===== config.mk =====
export PLATFORM = sky130hd
export DESIGN_NAME = timer_unit
export DESIGN_NICKNAME = d
export VERILOG_FILES = /design/src/rtl/timer_unit.sv
export SDC_FILE = /design/constraint.sdc
export NUM_CORES = 1
export LEC_CHECK = 0
export CELL_PAD_IN_SITES_DETAIL_PLACEMENT = 1
export CELL_PAD_IN_SITES_GLOBAL_PLACEMENT = 2
export CORE_ASPECT_RATIO = 1.25
export CORE_UTILIZATION = 32
export CTS_CLUSTER_DIAMETER = 200
export DETAILED_ROUTE_END_ITERATION = 6
export GPL_ROUTABILITY_DRIVEN = 0
export PLACE_DENSITY_LB_ADDON = 0.12
export SYNTH_ARGS = -nofsm -noshare
export SYNTH_HDL_FRONTEND = slang
export SYNTH_SLANG_ARGS = --single-unit

===== constraint.sdc =====
create_clock -name clk -period 1.7 [get_ports clk]
set_clock_uncertainty 0.05 [all_clocks]
set_input_delay 0.34 -clock clk [delete_from_list [all_inputs] [get_ports clk]]
set_output_delay 0.34 -clock clk [all_outputs]
set_load 0.05 [all_outputs]

===== src/rtl/timer_unit.sv =====
// Shared free-running divider plus CHANNELS TIMA/TMA/TAC counters behind an 8-bit register port.
// Build macro TIMER_RELOAD_DELAY_EN: overflow reload and irq land one cycle after the wrap, cancellable by a TIMA write.
module timer_unit #(
    parameter int CHANNELS = 1,
    parameter int DIV_W    = 16
) (
    input  logic                clk,
    input  logic                rst,
    input  logic                wr_en,
    input  logic                rd_en,
    input  logic [4:0]          addr,
    input  logic [7:0]          wdata,
    output logic [7:0]          rdata,
    output logic [CHANNELS-1:0] irq,
    input  logic [CHANNELS-1:0] irq_ack
);
    logic [DIV_W-1:0] divider;
    logic             div_wr;
    logic [7:0]       tima_rd [CHANNELS];
    logic [7:0]       tma_rd  [CHANNELS];
    logic [2:0]       tac_rd  [CHANNELS];
    logic [7:0]       rd_val;
    logic             unused_div;

    assign div_wr     = wr_en && (addr == 5'd0);
    assign unused_div = ^divider;

    always_ff @(posedge clk or posedge rst) begin
        if (rst)
            divider <= '0;
        else if (div_wr)
            divider <= '0;
        else
            divider <= divider + DIV_W'(1);
    end

    for (genvar k = 0; k < CHANNELS; k++) begin : g_ch
        localparam logic [4:0] A_TIMA = 5'(1 + 3 * k);
        localparam logic [4:0] A_TMA  = 5'(2 + 3 * k);
        localparam logic [4:0] A_TAC  = 5'(3 + 3 * k);

        logic [7:0] tima;
        logic [7:0] tma;
        logic [2:0] tac;
        logic       tap;
        logic       sig;
        logic       sig_q;
        logic       fall;
        logic       set;
        logic       irq_q;
        logic       wr_tima;
        logic       wr_tma;
        logic [7:0] tma_eff;

        always_comb begin
            case (tac[1:0])
                2'b00:   tap = divider[9];
                2'b01:   tap = divider[3];
                2'b10:   tap = divider[5];
                default: tap = divider[7];
            endcase
        end

        // Edge detect on the gated tap, so DIV clears, disables and tap switches all count.
        assign sig     = tac[2] & tap;
        assign fall    = sig_q & ~sig;
        assign wr_tima = wr_en && (addr == A_TIMA);
        assign wr_tma  = wr_en && (addr == A_TMA);
        assign tma_eff = wr_tma ? wdata : tma;

`ifdef TIMER_RELOAD_DELAY_EN
        logic pend;
        assign set = pend & ~wr_tima;
`else
        assign set = fall && (tima == 8'hFF) && !wr_tima;
`endif

        always_ff @(posedge clk or posedge rst) begin
            if (rst) begin
                tima  <= 8'h00;
                tma   <= 8'h00;
                tac   <= 3'b000;
                sig_q <= 1'b0;
                irq_q <= 1'b0;
`ifdef TIMER_RELOAD_DELAY_EN
                pend  <= 1'b0;
`endif
            end else begin
                sig_q <= sig;
                irq_q <= (irq_q & ~irq_ack[k]) | set;
                if (wr_tma)
                    tma <= wdata;
                if (wr_en && (addr == A_TAC))
                    tac <= wdata[2:0];
`ifdef TIMER_RELOAD_DELAY_EN
                pend <= 1'b0;
                if (wr_tima)
                    tima <= wdata;
                else if (pend)
                    tima <= tma_eff;
                else if (fall) begin
                    if (tima == 8'hFF) begin
                        tima <= 8'h00;
                        pend <= 1'b1;
                    end else begin
                        tima <= tima + 8'd1;
                    end
                end
`else
                if (wr_tima)
                    tima <= wdata;
                else if (fall)
                    tima <= (tima == 8'hFF) ? tma_eff : tima + 8'd1;
`endif
            end
        end

        assign tima_rd[k] = tima;
        assign tma_rd[k]  = tma;
        assign tac_rd[k]  = tac;
        assign irq[k]     = irq_q;
    end

    always_comb begin
        rd_val = 8'hFF;
        if (addr == 5'd0)
            rd_val = divider[DIV_W-1 -: 8];
        for (int k = 0; k < CHANNELS; k++) begin
            if (addr == 5'(1 + 3 * k))
                rd_val = tima_rd[k];
            if (addr == 5'(2 + 3 * k))
                rd_val = tma_rd[k];
            if (addr == 5'(3 + 3 * k))
                rd_val = {5'b11111, tac_rd[k]};
        end
    end

    always_ff @(posedge clk or posedge rst) begin
        if (rst)
            rdata <= 8'h00;
        else if (rd_en)
            rdata <= rd_val;
    end
endmodule


== Word-level counts from Yosys, hierarchy flattened ==
Index checks and enable logic that the tools add are counted.
Operators by class
  add/subtract/negate cells: 2
  equal/unequal tests: 6
  multiplexer cells: 10
  bitwise logic cells: 6
  reductions and logical operators: 10
Operator list (number)
  8-bit 2-to-1 mux: 8
  16-bit by 1-bit adder with 16-bit output (second input constant): 1
  16-bit 2-to-1 mux: 1
  5-bit by 2-bit equality test with 1-bit output (second input constant): 2
  8-bit by 1-bit adder with 8-bit output (second input constant): 1
  8-bit equality test (second input constant): 1
  1-bit logical AND: 6
  5-bit by 1-bit equality test with 1-bit output (second input constant): 1
  5-bit logical NOT: 1
  1-bit bitwise AND: 3
  1-bit one-hot mux with 3 select lines: 1
  2-bit by 1-bit equality test with 1-bit output (second input constant): 1
  2-bit equality test (second input constant): 1
  2-bit logical NOT: 1
  1-bit NOT: 2
  2-bit nonzero test: 1
  1-bit logical NOT: 1
  1-bit OR: 1
Word-level totals
  bits in registers: 45
  bits of input ports: 18
  output and inout port bits: 9
  word-level logic and storage cells: 41

== Logic depth before layout (Yosys ltp) ==
Gate-level depths: netlist (run 1).
  word-level depth: 8
  mapped depth: 7
  mapped depth without buffers: 6

== Least setup slack after synthesis (run 1) ==
Ideal clock, no wire load.
  path kind: reg-to-reg
  start point: reg g_ch[0].tima[0]
  end point: reg g_ch[0].tima[3]
  arrival: 1632 ps
  data required time: 1522 ps
  slack: -110 ps
  stages on the path, launching flop included: 8
  buffers on the path: 1
  cells stage by stage: dfrtp_1 -> ha_1 -> nand3_2 -> or2_0 -> buf_2 -> a311o_1 -> a311oi_1 -> nor3_1
Between the ends
  word-level cells in the longest chain between the ends: 4
  elaborated cells on any way between the ends: 5
  classes of those cells: add/sub (1); eq/ne (1); mux (3)
RTL lines
  from (decl): line 42  | logic [7:0] tima;
  from (signal assigned): line 111  | tima <= wdata;
  from (signal assigned): line 113  | tima <= (tima == 8'hFF) ? tma_eff : tima + 8'd1;
  8-bit by 1-bit adder with 8-bit output or 8-bit equality test (tied branches): line 113
  8-bit 2-to-1 mux *: line 113
  8-bit 2-to-1 mux *: line 112  | else if (fall)
  8-bit 2-to-1 mux *: line 110  | if (wr_tima)
Mark *: on every way between the ends. The rest lies on a longest branch, timed or not. The select of a mux whose other input is x is not followed.
A chain may end at the register's enable or synchronous reset.

== Worst setup path after layout (run 1) ==
Ends and elaborated chain as after synthesis.

==> results_dict.tcl, run 1 <==
set metrics [dict create \
    synth_flop_cell "dfrtp_1" \
    post_synth_and_or_nand_nor_area_fraction 0.1867 \
    power_density_nw_per_um2 1161 \
    p_int_mw 2.346 \
    ios 27 \
    maxCapViolations 0 \
    path_cells "ha_4, nand3_2, or2_1, a311o_1, a311oi_2, nor3_2" \
    ir_worst_vdd_mv 0.5459 \
    yosys.area_share.xor_xnor 0.05182 \
    async_reset_ff_frac 1.000 \
    tightestPinTransition_ns 0.2932 \
    synth_seq_area_share 0.4759 \
    antenna_found_initial 0 \
    synth_edf_count 0 \
    utilization 0.4479 \
    dp.cells 373 \
    dp_hpwl_um 5053 \
    p_seq_frac 0.448 \
    cts-root-buf "clkbuf_8" \
    viasPerCell 5.275 \
    crit_type "reg -> reg" \
    syn_nets 256 \
    core_area_um2 7062 \
    fin_total_pwr_mw 3.672 \
    rows 34 \
    drt-total-wl_um 6824 \
    htreeDepth 2 \
    r2r_cells 6 \
    hold_viol 0 \
    end_kind "flip-flop" \
    r2r-start "g_ch[0].tima[0]$_DFFE_PP0P_" \
    die_w_um 78.91 \
    die_h_um 98.14 \
    cts_tree "yes" \
    num_antenna_cells 0 \
    syn-cell-area_um2 2366 \
    first_pass_iters 4 \
    grt_pass1_vias 2225 \
    ys_types 47 \
    switching_power_mw 1.325 \
    setup_viol 1 \
    r2r_slack_ns -0.007 \
    nNetsFinal 315 \
    drtIter0Drc 70 \
    ys_ff_latch 45 \
    postCtsHoldBufs 0 \
    post-route-period-util 1.004 \
    synthAdderAreaFrac 0.01058 \
    hp-class "in -> async" \
    dr_total_vias 2031 \
    status "complete, but fails checks" \
    maxSlewViolCount 0 \
    p_comb_frac 0.365 \
    synth_mux_area_frac 0.1015 \
    grt_overflow 0 \
    ctsLongestPathBuffers 2 \
    fin_ws_ns -0.006685 \
    grt_pass1_wl_um 11410 \
    leakage_nw 1.309 \
    dieArea_um2 7744 \
    wl_per_cell_um 17.72 \
    clk_pin_slew_worst_paths_ns 0.09 \
    cp.required_ns 1.84 \
    avgSynthCellArea_um2 10.03 \
    insertion_delay_ns 0.30 \
    cts_inserted_buffers 5 \
    p_clk_frac 0.187 \
    power_switching_share 0.3609 \
    netlist_instances 236 \
    path_depth 6 \
    detail-route-antenna-nets 0 \
    cp_num_buf_inv 0 \
    slew_headroom 0.8038 \
    synth_top_family_by_area "simple AND/OR/NAND/NOR gates" \
    violations "negative setup slack" \
    synth-compound-area-share 0.1407 \
    cp_max_fo 3 \
    clock.fmax_mhz 585.9 \
    timing.rr.end "g_ch[0].tima[3]$_DFFE_PP0P_" \
    drcViolationCount 0 \
    fin_cells 385 \
    rsz0062_at_grt "yes" \
    yosysWarnings 0 \
    start_kind "flip-flop" \
    cp.arrival_ns 1.84 \
    drive_gt1_frac 0.3119 \
    period_minus_slack_ns 1.707 \
    portBuffers 26 \
    cp_slowest_stage_delay_ns 0.40 \
    initial_utilization 0.3350 \
    grt_max_degree 46 \
    grt_use_total 0.1918 \
    syn2layout_area_growth_pct 33.69 \
    clock-sinks 45 \
    cp_slowest_cell "dfrtp_1" \
    whs_ns 0.3387 \
    cp_top_family "compound AO/OA/AOI/OAI gates" \
]
[placed cells by master (no fill, tap or decap), types with 3 or more instances in the layout]
cell type	count
nand2_1	18
o21ai_0	8
xnor2_1	6
and3_1	5
nand4_1	6
clkdlybuf4s50_1	11
o211ai_1	5
a21oi_1	7
a31oi_1	6
inv_1	6
dfrtp_1	44
nor2_1	24
clkbuf_8	6
nand3_1	9
mux2_4	3
nor3_1	3
o21ai_1	3
mux2_2	15
o22ai_1	9
dlygate4sd2_1	3
xor2_1	8
buf_4	42
[synth_stat cells, drive strengths merged, types with 3 or more instances]
library cell   n  share of area
nand4          6          0.016
dfrtp         45           0.48
a21oi          7          0.015
and3           6          0.016
xnor2          6          0.022
xor2           8          0.030
nand3         11          0.025
buf            4          0.011
o21ai         11          0.023
mux2i          3          0.013
a31oi          6          0.016
o22ai          9          0.024
nor3           5          0.015
o211ai         5          0.016
inv            7          0.011
clkbuf         7          0.011
nor2          26          0.041
mux2          18          0.089
nand2         18          0.029
[sequential cells by signal, indices dropped and copies added (netlist names)]
name	flops
irq	1
rdata	8
g_ch.tma	8
g_ch.tima	8
divider	16
g_ch.sig_q	1
g_ch.tac	3
[tightest hold or removal path: cells and delay by family]
family                 cells  cell delay (ns)
buffers and inverters      3             0.72
[worst max-delay path by stage]
stage / startpoint / slack [ns] / to
floorplan: g_ch[0].tima[1]$_DFFE_PP0P_ / -0.06 / g_ch[0].tima[3]$_DFFE_PP0P_
global placement: addr[4] / -0.54 / g_ch[0].tima[4]$_DFFE_PP0P_
detailed placement: addr[4] / -0.59 / g_ch[0].tima[4]$_DFFE_PP0P_
CTS: addr[4] / 0.0006 / g_ch[0].tima[4]$_DFFE_PP0P_
global route: g_ch[0].tac[0]$_DFFE_PP0P_ / -0.09 / g_ch[0].tima[3]$_DFFE_PP0P_
finish: g_ch[0].tima[0]$_DFFE_PP0P_ / -0.007 / g_ch[0].tima[3]$_DFFE_PP0P_
[power by group through the flow]
stage	clock, mW	combinational (mW)	sequential (mW)
3_5_place_dp	0	1.19	1.64
2_1_floorplan	0	0.664	1.65
3_3_place_gp	0	1.16	1.63
4_1_cts	0.715	1.21	1.62
6_report	0.685	1.34	1.65
5_1_grt	0.742	1.48	1.69
[metrics by stage]
stage                     worst slack, ns    TNS, ns  instance area (um^2)
after floorplan                  -0.05920    -0.1038                  2389
after global placement            -0.5449     -10.11                  2953
after detailed placement          -0.5899     -10.74                  2953
after CTS                       0.0006107          0                  3048
after global routing             -0.09161    -0.2689                  3163
final                           -0.006685  -0.006685                  3163
[routing by layer]
layer  track usage  wire length (um)
met1        0.2328              2946
met2        0.3505              3680
met3       0.02617               144
met4       0.05035                53
met5             0                 0
[area by class of cell]
class	count	area, um^2
Fill cell	823	3899
Multi-Input combinational cell	173	1281
Sequential cell	45	1127
Timing Repair Buffer	63	529.3
Tap cell	90	112.6
Clock buffer	7	86.33
Inverter	7	26.28
[kinds of logic after synthesis]
| group | Yosys count |
|---|---|
| xor+xnor | 14 |
| simple gates | 87 |
| fa+ha+maj | 2 |
| mux | 21 |
| buf+inv | 18 |
| compound gates | 49 |
| flops | 45 |
[what timing repair did]
action                     CTS  global route
gates resized for setup     16            18
buffers inserted             0             5
pin swaps                    4            11
setup endpoints to repair   12            10
Note: power is estimated with default switching activity, not from simulation.
==> run 2: changes to the inputs <==
- RECOVER_POWER: unset -> 100
==> results_dict.tcl, run 2 (synthesized netlist as in run 1, its figures left out) <==
set metrics [dict create \
    status "complete, but fails checks" \
    violations "negative setup slack" \
    cp.required_ns 1.84 \
    start_kind "flip-flop" \
    maxCapViolations 0 \
    dp_hpwl_um 5053 \
    ir_worst_vdd_mv 0.5466 \
    portBuffers 26 \
    cp_slowest_stage_delay_ns 0.40 \
    drcViolationCount 0 \
    hp-class "reg -> reg" \
    grt_pass1_wl_um 11410 \
    wl_per_cell_um 17.67 \
    fin_cells 385 \
    grt_overflow 0 \
    hold_viol 0 \
    postCtsHoldBufs 0 \
    htreeDepth 2 \
    leakage_nw 1.301 \
    timing.rr.end "g_ch[0].tima[3]$_DFFE_PP0P_" \
    viasPerCell 5.252 \
    dr_total_vias 2022 \
    crit_type "reg -> reg" \
    cp.arrival_ns 1.84 \
    r2r_slack_ns -0.009 \
    clock-sinks 45 \
    num_antenna_cells 0 \
    grt_pass1_vias 2225 \
    drtIter0Drc 58 \
    setup.worst_path.start "g_ch[0].tima[0]$_DFFE_PP0P_" \
    end_kind "flip-flop" \
    layout_common_cells "dfrtp_1, buf_4, nor2_1" \
    multi_input_area_um2 1281 \
    regMostFlops "divider" \
    drt-total-wl_um 6804 \
    critPathCapture "g_ch[0].tima[3]$_DFFE_PP0P_" \
    clock.fmax_mhz 585.3 \
    cp_slowest_cell "dfrtp_1" \
    period_minus_slack_ns 1.709 \
    rsz0062_at_grt "yes" \
    initial_utilization 0.3350 \
    fin_ws_ns -0.008535 \
    insertion_delay_ns 0.30 \
    maxSlewViolCount 0 \
    grt_max_degree 46 \
    r2r_cells 6 \
    cts_inserted_buffers 5 \
    fin_setup_tns_ns -0.008535 \
    cp_max_fo 3 \
    die_h_um 98.14 \
    fill_cells 825 \
    die_w_um 78.91 \
    fin_total_pwr_mw 3.661 \
    detail-route-antenna-nets 0 \
    antenna_found_initial 0 \
    setup_viol 1 \
    nNetsFinal 315 \
    dp.cells 373 \
    seq_area_um2 1127 \
    post-route-period-util 1.005 \
    grt_use_total 0.1918 \
    power_density_nw_per_um2 1163 \
    clk_pin_slew_worst_paths_ns 0.08 \
    final_common_cell "dfrtp_1" \
    dieArea_um2 7744 \
    tightestPinTransition_ns 1.057 \
    ctsLongestPathBuffers 2 \
    r2r-start "g_ch[0].tima[0]$_DFFE_PP0P_" \
    ios 27 \
    drive_gt1_frac 0.3085 \
    rows 34 \
    core_area_um2 7062 \
    slew_headroom 0.2952 \
    first_pass_iters 4 \
    syn2layout_area_growth_pct 33.05 \
    path_cells "ha_4, nand3_2, or2_1, a311o_1, a311oi_2, nor3_2" \
    largest_register_ffs 16 \
    cts-root-buf "clkbuf_8" \
    cts_tree "yes" \
]
run 2: area by class of cell:
type | instances | area share
Multi-Input combinational cell | 173 | 0.4070
Sequential cell | 45 | 0.3581
Timing Repair Buffer | 63 | 0.1634
Clock buffer | 7 | 0.02742
Tap cell | 90 | 0.03577
Inverter | 7 | 0.008347
run 2: worst min path at each step:
stage                                     from                    end  slack [ns]  cells after the start
after floorplan                        irq_ack          irq$_DFF_PP0_        0.40                      1
after global placement    divider[0]$_DFF_PP0_   divider[0]$_DFF_PP0_        0.43                      1
after detailed placement  divider[0]$_DFF_PP0_   divider[0]$_DFF_PP0_        0.43                      1
after CTS                                  rst  divider[13]$_DFF_PP0_        0.35                      3
after global routing      divider[0]$_DFF_PP0_   divider[0]$_DFF_PP0_        0.47                      1
final                     divider[0]$_DFF_PP0_   divider[0]$_DFF_PP0_        0.44                      1
run 2: critical path, delay by kind of cell, from the launching register on:
| kind | cells | cell delay (ns) |
|---|---|---|
| DFF | 1 | 0.40 |
| and+or+nand+nor | 3 | 0.42 |
| adders and majority gates | 1 | 0.16 |
| AOI/OAI and AO/OA | 2 | 0.57 |
run 2: routing by layer:
| metal | track usage | up-vias | share of wire |
|---|---|---|---|
| met2 | 0.3505 | 24 | 0.54 |
| met4 | 0.05035 | 0 | 0.0078 |
| met5 | 0 | - | 0 |
| li1 | - | 969 | - |
| met1 | 0.2328 | 1024 | 0.43 |
| met3 | 0.02617 | 5 | 0.021 |
run 2: where the power goes:
part / switching [mW] / internal, mW
Sequential: 0.301 / 1.35
Clock: 0.357 / 0.323
Combinational: 0.661 / 0.673
Total: 1.32 / 2.34
run 2: per-stage QoR:
step | hold slack (ns) | util | area, um^2 | setup WS, ns
after global placement | 0.4296 | 0.4181 | 2953 | -0.5449
final | 0.4383 | 0.4458 | 3148 | -0.008535
after floorplan | 0.3967 | - | 2389 | -0.05920
after global routing | 0.4716 | 0.4458 | 3148 | -0.09161
after detailed placement | 0.4345 | 0.4181 | 2953 | -0.5899
after CTS | 0.3497 | 0.4316 | 3048 | 0.0006107
run 2: what timing repair did:
action,CTS,global route
setup endpoints to repair,12,10
pin swaps,4,11
setup buffers,0,5
resized for setup,16,18
